[config.mk]
export PLATFORM = sky130hd
export DESIGN_NAME = rf_stream_ctrl
export DESIGN_NICKNAME = d
export VERILOG_FILES = /design/src/rtl/rf_stream_ctrl.sv
export SDC_FILE = /design/constraint.sdc
export NUM_CORES = 1
export LEC_CHECK = 0
export BUFFER_PORTS_ARGS = -buffer_cell sky130_fd_sc_hd__buf_2
export CAP_MARGIN = 25
export CORE_AREA = 8 8 110 112
export DETAILED_ROUTE_END_ITERATION = 6
export DIE_AREA = 0 0 118 120
export PLACE_DENSITY = 0.76
export SLEW_MARGIN = 20
export SYNTH_ARGS = -nofsm -noshare
export SYNTH_HDL_FRONTEND = slang
export SYNTH_SLANG_ARGS = --single-unit
[constraint.sdc]
create_clock -name clk -period 1.85 [get_ports clk]
set_clock_uncertainty 0.1 [all_clocks]
set_input_delay 0.2775 -clock clk [delete_from_list [all_inputs] [get_ports clk]]
set_output_delay 0.2775 -clock clk [all_outputs]
set_load 0.05 [all_outputs]
[src/rtl/rf_stream_ctrl.sv]
// rf_stream_ctrl: sequencing master for the register file port pair.
// A load command streams in_data words into consecutive entries; a dump
// command reads consecutive entries onto a registered ready/valid stream.
// Addresses wrap modulo RFDEPTH; counts above RFDEPTH saturate.
module rf_stream_ctrl #(
    parameter int DATAWIDTH = 64,
    parameter int RFDEPTH   = 4,
    localparam int AW = (RFDEPTH > 1) ? $clog2(RFDEPTH) : 1,
    localparam int CW = AW + 1
) (
    input  logic                 clk,
    input  logic                 rst,

    // command channel
    input  logic                 cmd_valid,
    output logic                 cmd_ready,
    input  logic                 cmd_op,
    input  logic [AW-1:0]        cmd_base,
    input  logic [CW-1:0]        cmd_count,

    // load stream (into the register file)
    input  logic                 in_valid,
    output logic                 in_ready,
    input  logic [DATAWIDTH-1:0] in_data,

    // dump stream (out of the register file)
    output logic                 out_valid,
    input  logic                 out_ready,
    output logic [DATAWIDTH-1:0] out_data,
    output logic                 out_last,

    // register file ports
    output logic [AW-1:0]        rf_raddr,
    input  logic [DATAWIDTH-1:0] rf_rdata,
    output logic                 rf_wen,
    output logic [AW-1:0]        rf_waddr,
    output logic [DATAWIDTH-1:0] rf_wdata,

    // status
    output logic                 busy,
    output logic                 done
);

    typedef enum logic [1:0] {
        S_IDLE = 2'd0,
        S_LOAD = 2'd1,
        S_DUMP = 2'd2,
        S_DONE = 2'd3
    } state_t;

    localparam logic [CW-1:0] DEPTH_C = CW'(RFDEPTH);
    localparam logic [AW-1:0] LAST_PTR = AW'(RFDEPTH - 1);

    state_t         state;
    logic [AW-1:0]  ptr;
    logic [CW-1:0]  remaining;

    logic [CW-1:0]  cnt_sat;
    logic [AW-1:0]  ptr_inc;
    logic           out_load;
    logic           out_fin;

    // Saturate the requested count to the file depth.
    assign cnt_sat = (cmd_count > DEPTH_C) ? DEPTH_C : cmd_count;

    // Explicit wrap compare so non-power-of-2 depths also wrap at RFDEPTH.
    assign ptr_inc = (ptr == LAST_PTR) ? '0 : ptr + AW'(1);

    // Output register may take a new word when empty or being drained,
    // as long as entries are left to read.
    assign out_load = (state == S_DUMP) && (!out_valid || out_ready) &&
                      (remaining != '0);

    // Final word leaves the output register.
    assign out_fin  = (state == S_DUMP) && out_valid && out_ready && out_last;

    // Register-file side: both addresses follow ptr; writes only during LOAD.
    assign rf_raddr = ptr;
    assign rf_waddr = ptr;
    assign rf_wdata = in_data;
    assign rf_wen   = in_ready && in_valid;

    // Main sequencer: state, pointers, dump output register and status flags.
    always_ff @(posedge clk or negedge rst) begin
        if (!rst) begin
            state     <= S_IDLE;
            ptr       <= '0;
            remaining <= '0;
            out_valid <= 1'b0;
            out_last  <= 1'b0;
            out_data  <= '0;
            cmd_ready <= 1'b1;
            in_ready  <= 1'b0;
            busy      <= 1'b0;
            done      <= 1'b0;
        end else begin
            case (state)
                S_IDLE: begin
                    if (cmd_valid) begin
                        ptr       <= cmd_base;
                        remaining <= cnt_sat;
                        cmd_ready <= 1'b0;
                        busy      <= 1'b1;
                        if (cnt_sat == '0) begin
                            // nothing to move: straight to the done pulse
                            state <= S_DONE;
                            done  <= 1'b1;
                        end else if (cmd_op) begin
                            state <= S_DUMP;
                        end else begin
                            state    <= S_LOAD;
                            in_ready <= 1'b1;
                        end
                    end
                end

                S_LOAD: begin
                    if (in_valid) begin
                        ptr       <= ptr_inc;
                        remaining <= remaining - CW'(1);
                        if (remaining == CW'(1)) begin
                            state    <= S_DONE;
                            in_ready <= 1'b0;
                            done     <= 1'b1;
                        end
                    end
                end

                S_DUMP: begin
                    if (out_load) begin
                        out_data  <= rf_rdata;
                        out_valid <= 1'b1;
                        out_last  <= (remaining == CW'(1));
                        ptr       <= ptr_inc;
                        remaining <= remaining - CW'(1);
                    end else if (out_fin) begin
                        out_valid <= 1'b0;
                        out_last  <= 1'b0;
                        state     <= S_DONE;
                        done      <= 1'b1;
                    end
                end

                S_DONE: begin
                    state     <= S_IDLE;
                    done      <= 1'b0;
                    busy      <= 1'b0;
                    cmd_ready <= 1'b1;
                end

                default: begin
                    state     <= S_IDLE;
                    out_valid <= 1'b0;
                    out_last  <= 1'b0;
                    in_ready  <= 1'b0;
                    done      <= 1'b0;
                    busy      <= 1'b0;
                    cmd_ready <= 1'b1;
                end
            endcase
        end
    end

endmodule

==> results.yml, run 1 <==
status:
  status: "finished clean"
power:
  power_frac_seq_pct: 25.6
  p_int_mw: 6.21
  p_comb_share_pct: 62.9
  clkPwrFrac_pct: 11.5
  power_leakage_nw: 2.58
  p_per_area_nw_per_um2: 2410
  peakVddDrop_mv: 1.34
  power_mw: 12.0
  swShare_pct: 48.3
  switching_power_mw: 5.79
yosys:
  syn-num-nets: 439
  postSynthCellCount: 291
  ys_types: 34
  synthesis.area_sq_um: 3740
  yosysTopAreaCell: "dfrtp_1"
  synth_top_area_share_pct: 50.9
  avgSynthCellArea_sq_um: 12.8
  synth_edf_count: 0
  synth-main-ff-cell: "dfrtp_1"
  synth_area_leaders: "dfrtp_1, mux2_2, buf_4"
  synthArstFlopShare_pct: 100
  ys_warn_count: 0
  ys_seq_area_share_pct: 51.6
  synthTopCellsByCount: "dfrtp_1, buf_4, mux2_2"
  ys_ff_latch: 77
  synth.most_common_cell: "dfrtp_1"
global_routing:
  grt_pass1_vias: 2775
  grt_pass1_wl_um: 14100
  grt_max_degree: 37
  antenna_found_initial: 0
  grt_usage_pct: 12.1
  grt_remaining_overflow: 0
timing:
  finalSetupViolations: 0
  slew_viol_final: 0
  slew_headroom_pct: 73.9
  grt_setup_unrepaired: "yes"
  fin_crit_sh_pct: 99.5
  tns_ns: 0
  fmax_mhz: 543
  worst_pin_slew_ns: 0.390
  period_needed_ns: 1.84
  holdWs_ns: 0.0568
  hold_viol_final: 0
floorplanning:
  initial_core_util_pct: 35.6
  chipHeight_um: 120
  core_area_sq_um: 10500
  ios: 278
  die_area_sq_um: 14200
  die_width_um: 118
  rows: 38
drt:
  first_iter_violations: 113
  wl_per_cell_um: 18.3
  route.vias.total: 2606
  drcViolationCount: 0
  vias_per_cell: 4.72
  drtPass1Iterations: 4
  finalWirelength_um: 10100
  postRouteAntennaNets: 0
critical_path:
  cp_common_cell: "buf_12"
  worstPathArrival_ns: 1.97
  required_ns: 1.98
  rr_startpoint: "remaining[1]"
  worst-path-buf-inv: 3
  critPathMaxStageDelay_ns: 0.40
  crit_family: "flip-flops"
  crit_chain: "inv_2 > ha_4 > or2b_4 > nand3_4 > buf_12 > buf_12 > mux2_2"
  crit_fanout: 7
  rr_worst_depth: 7
  end_kind: "flop"
  start_kind: "flop"
  r2r_end: "out_data[37]"
  slowest_stage: "dfrtp_1"
  r2r_slack_ns: 0.009
  path_class: "reg2reg"
final_layout:
  drive_gt1_share_pct: 67.2
  nFillCells: 929
  num_antenna_cells: 0
  fin_nets: 555
  areaGrowthSynthToFinish_pct: 33.4
run:
  max_cap_violations: 0
cts:
  cts_tree: "done"
  clockBufferDepth: 2
  cts-htree-levels: 3
  cts-root-buf: "clkbuf_8"
  cts.reportedPaths.clkPinSlew_ns: 0.09
  clock-sinks: 77
  numCtsBuffers: 9
  worst_skew_pair.late_latency_ns: 0.34
worst_hold_path:
  hold_path_startpoint: "rf_rdata[61]"
  min_to: "out_data[61]"
  min_path_type: "in2reg"
  hold_depth: 2
placed_design:
  port_buffers: 149
  gp_congestion: 0.771
  dp_hpwl_um: 6760
==> power groups by stage <==
stage | clock, mW | sequential, mW | combinational (mW)
after floorplan | 0 | 5.85 | 2.44
after global placement | 0 | 2.99 | 6.30
after detailed placement | 0 | 3.06 | 6.43
after CTS | 1.44 | 3.02 | 6.56
after global routing | 1.51 | 3.17 | 7.97
final | 1.38 | 3.07 | 7.55
==> worst register-to-register path: stages (launching register included) <==
cell and delay [ns]:
dfrtp_1 0.40, inv_2 0.08, ha_4 0.12, or2b_4 0.29
nand3_4 0.11, buf_12 0.15, buf_12 0.14, mux2_2 0.34
==> how the worst max path moves through the flow <==
stage	startpoint	end	cells after the start
2_1_floorplan	state[0]	remaining[1]	6
3_3_place_gp	state[0]	remaining[1]	6
3_5_place_dp	state[0]	remaining[1]	6
4_1_cts	remaining[0]	out_data[38]	6
5_1_grt	remaining[1]	out_data[34]	7
6_report	remaining[1]	out_data[37]	7
==> layout by cell type, fill, tap and decap left out, types with 2 or more instances in the layout <==
cell and count:
inv_1 3, a31oi_1 4, clkbuf_16 6, nand3_1 5, ha_1 4, buf_4 15, mux2_2 21, nor2_1 6
clkbuf_8 9, mux2i_1 2, nand2_1 6, buf_12 5, ha_4 4, mux2_4 46, inv_2 4, buf_8 2
clkinvlp_4 3, bufinv_16 2, nor3_1 2, dfrtp_1 75, a21oi_1 6, o21ai_0 8, buf_2 148
==> stage by stage <==
step                std cells  setup slack [ns]  instance area [sq um]  utilization (%)
global placement          518            0.0275                   4230             40.3
detailed placement        518           -0.0449                   4230             40.3
CTS                       537         -0.000997                   4510             42.9
global route              552           -0.0411                   4980             47.4
floorplan                 291           0.00996                   3740                -
finish                    552           0.00857                   4980             47.4
==> metal layers <==
layer	global-route usage, %	up-vias	wire, um
li1	-	1159	-
met4	5.84	0	247
met3	6.48	30	873
met1	11.6	1275	3870
met2	20.9	142	5090
met5	0	-	0
==> logic make-up (layout without fill, tap and decap cells) <==
| logic type | Yosys count | count (layout) | synth area share, % |
|---|---|---|---|
| AND/OR/NAND/NOR | 29 | 29 | 4.29 |
| AO/OA/AOI/OAI | 26 | 26 | 4.59 |
| adder cells (fa/ha/maj) | 9 | 9 | 3.01 |
| buffers and inverters | 81 | 202 | 15.7 |
| flip-flops | 77 | 77 | 51.6 |
| multiplexers | 69 | 69 | 20.8 |
==> sequential cells by signal, indices dropped and copies added (netlist names) <==
name,cells
out_data,64
remaining,3
rf_raddr,2
state,2
busy,1
cmd_ready,1
done,1
in_ready,1
out_last,1
out_valid,1
==> final cells by class <==
cell class	count	area, sq um	area share (%)
Sequential cell	77	1930	38.7
Multi-Input combinational cell	133	1460	29.2
Timing Repair Buffer	179	1180	23.7
Tap cell	140	175	3.51
Clock buffer	10	128	2.56
Clock inverter	6	87.6	1.76
Inverter	7	26.3	0.527
==> timing repair <==
item / CTS / global route
hold buffers: 1 / 0
pin swaps: 0 / 4
cloned: 1 / 8
setup endpoints to repair: 39 / 67
setup buffers: 1 / 7
endpoints found under the hold margin: 24 / 0
resized for setup: 4 / 60
Note: power is estimated with default switching activity, not from simulation.
==> inputs of run 2 (changes only) <==
==> constraint.sdc (replaced) <==
create_clock -name clk -period 1.85 [get_ports clk]
set_clock_uncertainty 0.1 [all_clocks]
set_input_delay 0.185 -clock clk [delete_from_list [all_inputs] [get_ports clk]]
set_output_delay 0.185 -clock clk [all_outputs]
set_load 0.05 [all_outputs]
==> results.yml, run 2 (same netlist as run 1, synthesis figures left out) <==
status:
  status: "finished with violations"
  violations: "negative setup slack"
timing:
  grt_setup_unrepaired: "yes"
  slew_viol_final: 0
  hold_viol_final: 0
  fin_crit_sh_pct: 100
  slew_headroom_pct: 73.3
  finalSetupViolations: 3
  worst_pin_slew_ns: 0.400
  fmax_mhz: 539
  fin_ws_ns: -0.00668
  period_needed_ns: 1.86
floorplanning:
  initial_core_util_pct: 35.6
  chipHeight_um: 120
  die_width_um: 118
  die_area_sq_um: 14200
  rows: 38
  ios: 278
  core_area_sq_um: 10500
critical_path:
  crit_chain: "inv_2 > ha_4 > or2b_4 > nand3_4 > buf_12 > clkbuf_16 > mux2_2"
  crit_fanout: 7
  crit_start: "remaining[0]"
  end_kind: "flop"
  required_ns: 1.98
  start_kind: "flop"
  critPathMaxStageDelay_ns: 0.40
  crit_family: "flip-flops"
  path_class: "reg2reg"
  worst-path-buf-inv: 3
  slowest_stage: "dfrtp_1"
  worstPathArrival_ns: 1.98
  rr_startpoint: "remaining[0]"
cts:
  cts.reportedPaths.clkPinSlew_ns: 0.08
  cts-root-buf: "clkbuf_8"
  worst_skew_pair.late_latency_ns: 0.34
  clock-sinks: 77
  cts_tree: "done"
  cts-htree-levels: 3
  numCtsBuffers: 9
  clockBufferDepth: 2
power:
  swShare_pct: 47.6
  peakVddDrop_mv: 1.63
  power_leakage_nw: 2.80
  switching_power_mw: 5.78
  p_int_mw: 6.37
  p_comb_share_pct: 62.1
  clkPwrFrac_pct: 12.6
  power_frac_seq_pct: 25.3
  p_per_area_nw_per_um2: 2170
placed_design:
  port_buffers: 149
  dp_hpwl_um: 6560
  place_ws_ns: -0.0245
  gp_congestion: 0.762
  placed_cells: 517
global_routing:
  antenna_found_initial: 1
  grt_remaining_overflow: 0
  grt_usage_pct: 14.0
  grt_pass1_vias: 3100
  grt_max_degree: 78
  grt_pass1_wl_um: 16100
run:
  max_cap_violations: 0
final_layout:
  layout_commonest_cell: "buf_2"
  areaGrowthSynthToFinish_pct: 49.9
  top_register: "out_data"
  postLayoutCoreUtil_pct: 53.3
  top_regs: "out_data x64, remaining x3"
  fin_nets: 620
  drive_gt1_share_pct: 58.3
  stdcell_count: 618
  mostFrequentLayoutCells: "buf_2, dfrtp_1, dlygate4sd3_1"
  largest_register_ffs: 64
  nFillCells: 856
drt:
  drcViolationCount: 0
  wl_per_cell_um: 17.7
  route.vias.total: 2861
  vias_per_cell: 4.63
  first_iter_violations: 121
  drtPass1Iterations: 4
  postRouteAntennaNets: 0
  finalWirelength_um: 11000
worst_hold_path:
  hold_path_startpoint: "cmd_base[1]"
  min_path_type: "in2reg"
## run 2: cell types whose count changed in the layout (fill, tap and decap cells not counted), moves of 3 or more
| cell | delta |
|---|---|
| mux2_4 | -13 |
| mux2_2 | +13 |
| clkinvlp_4 | -3 |
| dlygate4sd3_1 | +64 |
| o21ai_0 | -3 |
## run 2: per-stage QoR
stage | hold slack, ns | total power [mW] | TNS, ns | instance area, sq um
6_report | 0.0199 | 12.2 | -0.00935 | 5600
5_1_grt | 0.0147 | 12.8 | -1.47 | 5600
4_1_cts | 0.0147 | 11.3 | -0.0431 | 5160
3_5_place_dp | 0.137 | 9.47 | -0.226 | 4220
3_3_place_gp | 0.128 | 9.29 | 0 | 4220
2_1_floorplan | -0.211 | 8.29 | 0 | 3740
## run 2: path summary, 6_finish.rpt
kind	slack [ns]	to	cells after the start
min reg2reg	0.40	out_data[26]	1
max reg2reg	-0.007	out_data[40]	7
max	-0.007	out_data[40]	7
max in group asynchronous	1.03	out_data[39]	3
min in group asynchronous	0.30	busy	3
min	0.02	rf_raddr[1]	3
## run 2: timing repair
action                                 4_1_cts  5_1_grt
buffers inserted                             1       10
endpoints found under the hold margin      140        0
gates resized for setup                      4       50
setup endpoints to repair                   41       71
hold buffers                                65        0
pin swaps                                    0        4
cloned                                       1        7
## run 2: power by group through the flow
stage          clock network, mW  logic (mW)  registers, mW
6_report                    1.53        7.55           3.08
2_1_floorplan                  0        2.44           5.85
5_1_grt                     1.67        7.94           3.18
4_1_cts                     1.58        6.64           3.02
3_5_place_dp                   0        6.42           3.06
3_3_place_gp                   0        6.30           2.99
## run 2: worst register-to-register path, cell delays in order, from the launching register on
cell	delay, ns
dfrtp_1	0.40
inv_2	0.09
ha_4	0.12
or2b_4	0.29
nand3_4	0.10
buf_12	0.15
clkbuf_16	0.16
mux2_2	0.33
## run 2: area by class of cell
type	instances	area [sq um]	area share, %
Multi-Input combinational cell	133	1420	25.4
Sequential cell	77	1930	34.5
Tap cell	140	175	3.13
Inverter	7	26.3	0.469
Antenna cell	1	2.50	0.0447
Clock inverter	4	95.1	1.70
Clock buffer	12	145	2.59
Timing Repair Buffer	244	1810	32.2
## run 2: routing by layer
metal	GRT usage [%]	up-vias	part of all wire [%]
met5	0	-	0
li1	-	1291	-
met4	6.57	0	2.8
met2	23.9	155	51
met1	14.8	1383	39
met3	5.82	32	7.2
